$ cat config.mk
export PLATFORM = sky130hd
export DESIGN_NAME = counter_nbit
export DESIGN_NICKNAME = d
export VERILOG_FILES = /design/src/rtl/counter_nbit.sv
export SDC_FILE = /design/constraint.sdc
export NUM_CORES = 1
export LEC_CHECK = 0
export ABC_AREA = 1
export CAP_MARGIN = 40
export CORE_MARGIN = 1
export CORE_UTILIZATION = 47
export DETAILED_ROUTE_END_ITERATION = 8
export PLACE_DENSITY = 0.9
export SYNTH_ARGS = -nofsm -noshare
export SYNTH_HDL_FRONTEND = slang
export SYNTH_SLANG_ARGS = --single-unit
$ cat constraint.sdc
create_clock -name clk -period 1.6 [get_ports clk]
set_input_delay 0.16 -clock clk [delete_from_list [all_inputs] [get_ports clk]]
set_output_delay 0.16 -clock clk [all_outputs]
set_load 0.1 [all_outputs]
$ cat src/rtl/counter_nbit.sv
// counter_nbit: up/down counter with a programmable terminal value,
// selectable wrap or saturate behaviour at the limits, a combinational
// terminal-count flag and a registered wrap pulse.
//
// Optional feature, selected by defining COUNTER_NBIT_OVF_STICKY_EN:
//   adds ovf_clr (input) and ovf_flag (registered output). ovf_flag
//   captures every wrap/saturation event and holds until it is cleared.
//   When the macro is undefined these ports do not exist.
//
// Parameters:
//   WIDTH    counter width in bits (2..32)
//   MAX_VAL  terminal/modulo value (1..2**WIDTH-1). The default of all
//            ones equals 2**WIDTH-1 and stays exact at WIDTH=32.
//   SAT_MODE 0 = wrap at the limits, 1 = hold at the limits
module counter_nbit #(
  parameter int unsigned      WIDTH    = 8,
  parameter logic [WIDTH-1:0] MAX_VAL  = {WIDTH{1'b1}},
  parameter bit               SAT_MODE = 1'b0
) (
  input  logic             clk,
  input  logic             reset,
  input  logic             en,
  input  logic             up_dn,
  input  logic             load,
  input  logic [WIDTH-1:0] load_data,
`ifdef COUNTER_NBIT_OVF_STICKY_EN
  input  logic             ovf_clr,
  output logic             ovf_flag,
`endif
  output logic [WIDTH-1:0] count,
  output logic             tc,
  output logic             wrap
);

  localparam logic [WIDTH-1:0] ZERO = '0;
  localparam logic [WIDTH-1:0] ONE  = WIDTH'(1);

  logic [WIDTH-1:0] count_next;
  logic             wrap_next;
  logic             at_limit;

  // Terminal count follows up_dn directly so a direction change in the
  // same cycle is reflected before the edge.
  assign at_limit = up_dn ? (count == MAX_VAL) : (count == ZERO);
  assign tc       = at_limit;

  // Next-state selection: load beats enable, enable beats hold. A step
  // taken while at the limit either wraps or holds, and flags a wrap event.
  always_comb begin
    count_next = count;
    wrap_next  = 1'b0;
    if (load) begin
      // Clamp out-of-range load values so count never exceeds MAX_VAL.
      count_next = (load_data > MAX_VAL) ? MAX_VAL : load_data;
    end else if (en) begin
      if (at_limit) begin
        wrap_next = 1'b1;
        if (SAT_MODE) begin
          count_next = count;
        end else begin
          count_next = up_dn ? ZERO : MAX_VAL;
        end
      end else begin
        count_next = up_dn ? (count + ONE) : (count - ONE);
      end
    end
  end

  // Counter and wrap pulse registers; reset clears both immediately.
  always_ff @(posedge clk or posedge reset) begin
    if (reset) begin
      count <= ZERO;
      wrap  <= 1'b0;
    end else begin
      count <= count_next;
      wrap  <= wrap_next;
    end
  end

`ifdef COUNTER_NBIT_OVF_STICKY_EN
  // Sticky overflow: a new event on the same edge as a clear wins.
  always_ff @(posedge clk or posedge reset) begin
    if (reset) begin
      ovf_flag <= 1'b0;
    end else begin
      ovf_flag <= wrap_next | (ovf_flag & ~ovf_clr);
    end
  end
`endif

endmodule

==> metrics.md, run 1 <==
| Metric | Value |
|---|---|
| Outcome | `stopped before the end` |
| Last stage | `global routing` |
| Stop Error | `[ERROR DPL-0038] Utilization greater than 100%, impossible to legalize` |
| Initial core utilization | `between 50% and 60%` |
| XOR/XNOR share of the synthesized area | `3.167%` |
| FP Rows | `14` |
| Dpl hpwl | `2.101 mm` |
| IO Pins | `23` |
| Sequential area share after synthesis | `roughly 27%` |
| Post-Syn Area | `829.5 um2` |
| Adder-cell share of the synthesized area | `11.46%` |
| Mux cell area share after synthesis | `0%` |
| Top cells by area, synth | `dfrtp_1 (27%), nand2_1 (17%), ha_1 (9.0%)` |
| Number of synthesized register bits | `9` |
| Yosys top cell area share | `27.15%` |
| Port Buffers | `22` |
| Yosys warns | `0` |
| Largest net degree at the start of global routing | `10` |
| Worst endpoint, post-GRT repair | `tc` |
| Synth Area in Simple Gates | `37.71%` |
| Placed insts | `169` |
| Post-synthesis compound-gate area fraction | `between 10% and 20%` |
| Die H | `around 44 um` |
| CTS Buf Count | `3` |
| CTS Buffer Depth | `2` |
| CTS Hold Buffers Added | `0` |
| Routability Congestion | `0.8108` |
| H-Tree Depth | `1` |
| Syn Area/Cell | `approximately 6.7 um2` |
| Die X | `roughly 44 um` |
| Largest family of logic cells by synthesized area | `simple AND/OR/NAND/NOR gates` |
| CTS Sinks | `9` |
| Kind of the worst endpoint | `primary output` |
| Root Buffer | `clkbuf_4` |
| Netlist cell types | `21` |
| Post-Synthesis Cells | `around 120` |
| Synth Net Count | `144` |
| Placed inst area | `0.001339 mm2` |
| Post-synth top area cell | `dfrtp_1` |
[through the flow]
| stage | hold WS (ns) | worst slack [ns] |
|---|---|---|
| 2_1_floorplan | -0.01192 | -0.02115 |
| 4_1_cts | 0.1794 | -0.05786 |
| 3_3_place_gp | 0.4396 | -0.2447 |
| 3_5_place_dp | 0.4704 | -0.3232 |
[Yosys cell counts (all sizes together)]
master and n:
a21oi 8, dfrtp 9, xor2 2, nand4 2, nand3 9, o22ai 4
nand2 39, o31ai 1, inv 21, xnor2 1, nor3 1, fa 1
a22oi 1, nor2 19, ha 6
[cells by family after synthesis]
| group | count (synthesis) |
|---|---|
| buf+inv | 21 |
| compound gates | 14 |
| simple gates | 70 |
| xor+xnor | 3 |
| flops | 9 |
| fa+ha+maj | 7 |
[timing repair]
action,CTS
setup buffers,5
endpoints found under the setup margin,6
endpoints found under the hold margin,0
pin swaps,6
gates resized for setup,11
gates cloned,0
==> run 2, diff against run 1 <==
--- a/config.mk
+++ b/config.mk
@@ -7,10 +7,10 @@
 export LEC_CHECK = 0
 export ABC_AREA = 1
 export CAP_MARGIN = 40
-export CORE_MARGIN = 1
-export CORE_UTILIZATION = 47
+export CORE_AREA = 2 2 63 65
 export DETAILED_ROUTE_END_ITERATION = 8
-export PLACE_DENSITY = 0.9
+export DIE_AREA = 0 0 65 67
+export PLACE_DENSITY_LB_ADDON = 0.15
 export SYNTH_ARGS = -nofsm -noshare
 export SYNTH_HDL_FRONTEND = slang
 export SYNTH_SLANG_ARGS = --single-unit
==> run 2 against run 1 <==
The flow now finishes without violations. Synthesized cell count unchanged. Area after synthesis stayed put.
==> metrics.md, run 2 <==
| Metric | Value |
|---|---|
| Final Setup Violations | `0` |
| Die H | `67 um (+52%)` |
| Crit-path cells | `nor2_2 -> nand3_2 -> nor2_4 -> nor2_4 -> clkinvlp_4 -> buf_12` |
| Die Area | `0.004355 mm2` |
| Biggest regs | `count: 8 flops, wrap: 1 flops` |
| Dpl hpwl | `2.012 mm (-4.3%)` |
| Core area | `0.003606 mm2` |
| Commonest non-fill, non-tap cell in the layout | `nand2_1` |
| Top cells by area, synth | `dfrtp_1 (27%), nand2_1 (17%), ha_1 (9.0%)` |
| Largest net degree at the start of global routing | `10` |
| Power Dens Cells | `1234 mW/mm2` |
| Port Buffers | `22 (unchanged)` |
| Fin area | `between 0.0015 and 0.002 mm2` |
| Syn Area/Cell | `6.690 um2 (unchanged)` |
| Tcrit/Tclk final | `a little under 100%` |
| First-pass GRT wire length | `4.236 mm` |
| CTS Hold Buffers Added | `0 (unchanged)` |
| Placed inst area | `0.001401 mm2 (+4.7%)` |
| H-Tree Depth | `1 (unchanged)` |
| Grt ovf | `0` |
| Worst Setup End Kind | `output port` |
| Syn-to-layout area delta | `88.99%` |
| Via count | `~950` |
| Synth Flop Type | `dfrtp_1` |
| Die X | `65 um (+48%)` |
| CTS Sinks | `9 (unchanged)` |
| Worst IR Drop VDD | `0.4384 mV` |
| Crit Path Class | `flip-flop to output port` |
| Antenna violations before repair | `0` |
| Filler Cells Inserted | `378` |
| Post-Synthesis Cells | `124 (unchanged)` |
| GRT Resource Usage Total | `12.75%` |
| Drt pass-1 iters | `4` |
| Min Clock Period, post-route | `1.584 ns` |
| CTS Buffer Depth | `2 (unchanged)` |
| Max-cap violations | `0` |
| CP max-delay cell | `dfrtp_4` |
| CP required | `between 1 and 1.5 ns` |
| FP Rows | `22 (+8)` |
| Fin. max-slew vios | `0` |
| Post-route antenna net violation count | `0` |
| Crit path max-delay family | `flip-flops` |
| CTS Buf Count | `3 (unchanged)` |
| Hold Crit Class | `input port to async pin` |
| Skew final | `between 0.0004 and 0.0005 ns` |
| Max Freq | `~630 MHz` |
| Count leader, synth | `nand2_1` |
| Net count reported at finish | `190` |
| Worst path arrival time | `approximately 1.4 ns` |
| Vias in the first global route | `between 900 and 1000` |
| Post-Syn Area | `829.5 um2 (unchanged)` |
| Unrepaired setup endpoints after global routing | `true` |
| Layout cells sized above 1 | `46.15%` |
| Number of synthesized register bits | `9 (unchanged)` |
| CP most frequent cell | `nor2_4` |
| Worst setup SP type | `flip-flop` |
| Synth cell count leaders | `nand2_1 (37), inv_1 (20), nor2_1 (12), dfrtp_1 (9), nand3_1 (8)` |
| FFs w/ async S/R, synth | `100.0% (unchanged)` |
| Netlist cell types | `21 (unchanged)` |
| Drt total wl | `2.624 mm` |
| Worst-path fanout max | `6` |
| Vias per cell | `4.355` |
| Number of synthesized flops with an enable pin | `0 (unchanged)` |
| Rel. slew slack | `between 70 and 80%` |
| Initial DRC count | `8` |
| Worst skew pair latency | `0.23 ns` |
| Yosys top cell area share | `27.15% (unchanged)` |
| Most flops, register | `count` |
| Area of the multi-input gates | `650.6 um2` |
| Number of flip-flops in the largest register | `8` |
| Setup WS post-layout | `about 0.016 ns` |
| Synth Net Count | `144 (unchanged)` |
| Post-synth top area cell | `dfrtp_1` |
| Sequential cell area | `255.2 um2` |
| Worst-Margin Slew | `0.3599 ns` |
| IO Pins | `23 (unchanged)` |
| CTS clk-pin slew, worst paths | `0.05 ns` |
| Sequential area share after synthesis | `27.15% (unchanged)` |
| Yosys warns | `0 (unchanged)` |
| Pre-CTS WS | `-0.3131 ns (+0.01018 ns)` |
| CP peak stage delay | `0.51 ns` |
| Initial core utilization | `23.00% (-30 points)` |
| Routability Congestion | `0.7588 (-6.4%)` |
| Final routed DRC violation total | `0` |
| Outcome | `completed` |
| Ant. Diodes | `0` |
| Routed WL per cell | `around 12 um` |
| Root Buffer | `clkbuf_8` |
| Hold Fails Final Rpt | `0` |
| Commonest cells after routing, fill and taps aside | `nand2_1 (32), buf_4 (18), inv_1 (16)` |
| CTS tree | `done` |
| CP bufs+invs | `2` |
| Leakage power | `0.0007195 uW` |
## run 2: cell counts after synthesis
No cell type changed its count.
## run 2: area by class of cell
class	count	area share, %
repair buffers	41	30.25
flip-flops and latches	9	16.28
clock buffers	4	2.873
well taps	48	3.831
multi-input cells	94	41.50
inverters	21	5.267
## run 2: power breakdown
| part | internal, uW | leakage, uW | switching (uW) | total, uW |
|---|---|---|---|---|
| logic | 548 | 0.000597 | 718 | 1270 |
| registers | 301 | 0.0000996 | 96.6 | 397 |
| clock network | 174 | 0.0000228 | 97.1 | 271 |
| total | 1020 | 0.000720 | 912 | 1930 |
## run 2: metal layers
metal / up-vias / wire (um) / global-route usage [%]
met4: 0 / 45 / 5.585
met2: 22 / 1391 / 23.97
met5: - / 0 / 0
met3: 4 / 97 / 1.014
met1: 437 / 1090 / 14.65
li1: 482 / - / -
## run 2: path summary, 6_finish.rpt
kind	start	to	slack [ns]	depth (start not counted)
max	count[1]$_DFFE_PP0P_	tc	0.02	6
min	reset	count[0]$_DFFE_PP0P_	0.20	2
max reg2reg	count[2]$_DFFE_PP0P_	count[3]$_DFFE_PP0P_	0.02	7
min reg2reg	count[7]$_DFFE_PP0P_	count[7]$_DFFE_PP0P_	0.59	2
max in group asynchronous	reset	count[5]$_DFFE_PP0P_	1.11	2
min in group clk	load_data[0]	count[0]$_DFFE_PP0P_	0.56	3
## run 2: what timing repair did
action | CTS | global route
buffers inserted | 1 | 8
endpoints found under the setup margin | 5 | 4
resized for setup | 5 | 14
pin swaps | 2 | 8
## run 2: worst register-to-register path: stages, from the launching register on
cell,delay [ns]
dfrtp_4,0.51
ha_4,0.28
a21oi_2,0.14
nand2_2,0.10
buf_4,0.15
xor2_1,0.13
nand2_1,0.08
a21oi_2,0.11
## run 2: cells by family after synthesis
kind of cell             synth area share, %
adder cells (fa/ha/maj)                11.46
flip-flops                             27.15
AO/OA/AOI/OAI                          11.01
buffers and inverters                  9.502
XOR/XNOR                               3.168
AND/OR/NAND/NOR                        37.71
## run 2: through the flow
step	setup TNS, ns	instances	utilization (%)	power, uW	hold slack (ns)
finish	0	217	43.48	1935	0.2005
global route	-0.2319	217	43.48	2060	0.2378
CTS	-0.008671	209	40.60	1812	0.2286
detailed placement	-1.568	204	38.86	1529	0.4665
global placement	-1.455	204	38.86	1520	0.4528
floorplan	-0.02115	124	-	1107	-0.01192
Note: power is estimated with default switching activity, not from simulation.
==> run 3, diff against run 2 <==
--- a/config.mk
+++ b/config.mk
@@ -10,6 +10,7 @@
 export CORE_AREA = 2 2 63 65
 export DETAILED_ROUTE_END_ITERATION = 8
 export DIE_AREA = 0 0 65 67
+export MAX_ROUTING_LAYER = met4
 export PLACE_DENSITY_LB_ADDON = 0.15
 export SYNTH_ARGS = -nofsm -noshare
 export SYNTH_HDL_FRONTEND = slang
==> run 3 against run 2 <==
Combinational power hardly changed. Via count unchanged. Die area is the same. Worst hold slack unchanged. First-iteration DRC count is the same. Cell count did not move. Clock power is essentially flat. Sequential cell count unchanged. Register-to-register slack hardly changed. Critical endpoint unchanged. Largest cell class unchanged. Largest power group unchanged.
==> metrics.md, run 3 (synthesis gave the netlist of run 2 again) <==
| Metric | Value |
|---|---|
| Max Freq | `631.2 MHz (unchanged)` |
| CTS Buffer Depth | `2 (unchanged)` |
| Net count reported at finish | `190 (unchanged)` |
| Most flops, register | `count` |
| Grt ovf | `0 (unchanged)` |
| Worst-path fanout max | `6 (unchanged)` |
| First-pass GRT wire length | `4.236 mm (unchanged)` |
| Dpl hpwl | `2.012 mm (unchanged)` |
| Biggest regs | `count: 8 flops, wrap: 1 flops` |
| RR Endpoint | `count[3]$_DFFE_PP0P_` |
| Drt pass-1 iters | `4 (unchanged)` |
| Antenna violations before repair | `0 (unchanged)` |
| Reg-to-reg slack, setup | `0.02 ns (about the same)` |
| FP Rows | `22 (unchanged)` |
| Initial core utilization | `23.00% (unchanged)` |
| CTS Sinks | `9 (unchanged)` |
| Rel. slew slack | `75.98% (unchanged)` |
| Vias in the first global route | `944 (unchanged)` |
| Crit-path cells | `nor2_2 -> nand3_2 -> nor2_4 -> nor2_4 -> clkinvlp_4 -> buf_12` |
| Final routed DRC violation total | `0 (unchanged)` |
| CP required | `1.44 ns (about the same)` |
| Post-route antenna net violation count | `0 (unchanged)` |
| Worst Setup End Kind | `output port` |
| Hold Crit Class | `input port to async pin` |
| Die X | `65 um (unchanged)` |
| Drt total wl | `2.623 mm (about the same)` |
| Commonest non-fill, non-tap cell in the layout | `nand2_1` |
| Unrepaired setup endpoints after global routing | `true` |
| Power Dens Cells | `1234 mW/mm2 (about the same)` |
| Largest net degree at the start of global routing | `10 (unchanged)` |
| Die H | `67 um (unchanged)` |
| Worst path arrival time | `1.42 ns (about the same)` |
| Min Clock Period, post-route | `1.584 ns (unchanged)` |
| Critical Path Source | `count[1]$_DFFE_PP0P_` |
| Worst setup SP type | `flip-flop` |
| Syn-to-layout area delta | `88.99% (unchanged)` |
| H-Tree Depth | `1 (unchanged)` |
| Reg2reg path depth | `7 (unchanged)` |
| Skew final | `0.0004771 ns (unchanged)` |
| RR Startpoint | `count[2]$_DFFE_PP0P_` |
| GRT Resource Usage Total | `13.09% (+0.34 points)` |
| IO Pins | `23 (unchanged)` |
| Die Area | `0.004355 mm2 (unchanged)` |
| Outcome | `completed` |
| CTS Hold Buffers Added | `0 (unchanged)` |
| CP bufs+invs | `2 (unchanged)` |
| Initial DRC count | `8 (unchanged)` |
| Layout cells sized above 1 | `46.15% (unchanged)` |
| Commonest cells after routing, fill and taps aside | `nand2_1 (32), buf_4 (18), inv_1 (16)` |
| CP most frequent cell | `nor2_4` |
| Worst skew pair latency | `0.23 ns (about the same)` |
| CP max-delay cell | `dfrtp_4` |
| Fin. max-slew vios | `0 (unchanged)` |
| CTS tree | `done` |
| Routability Congestion | `0.7688 (+1.3%)` |
| Worst-Margin Slew | `0.3599 ns (unchanged)` |
| Hold Fails Final Rpt | `0 (unchanged)` |
| Core area | `0.003606 mm2 (unchanged)` |
| CTS Buf Count | `3 (unchanged)` |
| Ant. Diodes | `0 (unchanged)` |
| Leakage power | `0.0007195 uW (unchanged)` |
| Routed WL per cell | `12.09 um (about the same)` |
| CP peak stage delay | `0.51 ns (about the same)` |
| Utilization after layout | `43.48% (unchanged)` |
| Number of flip-flops in the largest register | `8 (unchanged)` |
| CTS clk-pin slew, worst paths | `0.05 ns (about the same)` |
| Via count | `945 (unchanged)` |
| Crit path max-delay family | `flip-flops` |
| Cell depth of the worst setup path | `6 (unchanged)` |
| Critical Path End | `tc` |
| Final Setup Violations | `0 (unchanged)` |
| Max-cap violations | `0 (unchanged)` |
| Worst IR Drop VDD | `0.4385 mV (about the same)` |
| Port Buffers | `22 (unchanged)` |
| Vias per cell | `4.355 (unchanged)` |
| Final non-filler cell total | `217 (unchanged)` |
| Placed insts | `204 (unchanged)` |
| Root Buffer | `clkbuf_8` |
| Tcrit/Tclk final | `99.02% (unchanged)` |
| Crit Path Class | `flip-flop to output port` |
-- run 3: cell counts in the layout (fill, tap and decap cells not counted) --
No cell type changed its count.
-- run 3: cell type report --
class	count	area, um2
Timing Repair Buffer	41	474.2
Multi-Input combinational cell	94	650.6
Fill cell	378	2038
Sequential cell	9	255.2
Clock buffer	4	45.04
Inverter	21	82.58
Tap cell	48	60.06
-- run 3: metal layers --
layer / share of wire, % / track usage, % / vias to the layer above
li1: - / - / 482
met1: 42 / 14.85 / 437
met2: 53 / 23.97 / 22
met3: 3.2 / 0.6757 / 4
met4: 1.7 / 5.585 / 0
met5: 0 / - / -
-- run 3: per-stage QoR --
step | setup WS, ns | power (uW) | area, um2 | TNS (ns) | hold slack (ns)
2_1_floorplan | -0.02115 | 1107 | 933.4 | -0.02115 | -0.01192
3_3_place_gp | -0.2898 | 1520 | 1401 | -1.455 | 0.4528
3_5_place_dp | -0.3131 | 1529 | 1401 | -1.568 | 0.4665
4_1_cts | -0.008671 | 1812 | 1464 | -0.008671 | 0.2286
5_1_grt | -0.06026 | 2060 | 1568 | -0.2319 | 0.2378
6_report | 0.01563 | 1935 | 1568 | 0 | 0.2005
-- run 3: how the worst min path moves through the flow --
stage / startpoint / end / slack, ns / cells after the start
final: reset / count[0]$_DFFE_PP0P_ / 0.20 / 2
after global placement: reset / count[0]$_DFFE_PP0P_ / 0.45 / 2
after CTS: reset / count[0]$_DFFE_PP0P_ / 0.23 / 2
after detailed placement: reset / count[0]$_DFFE_PP0P_ / 0.47 / 2
after global routing: reset / count[0]$_DFFE_PP0P_ / 0.24 / 2
after floorplan: reset / wrap$_DFF_PP0_ / -0.01 / 1
-- run 3: where the power goes --
group | switching (uW) | total, uW | internal, uW
Sequential | 96.6 | 397 | 301
Clock | 97.1 | 271 | 174
Combinational | 718 | 1270 | 548
-- run 3: timing repair --
item | in CTS | in global routing
setup endpoints to repair | 5 | 4
pin swaps | 2 | 8
setup buffers | 1 | 8
resized for setup | 5 | 14
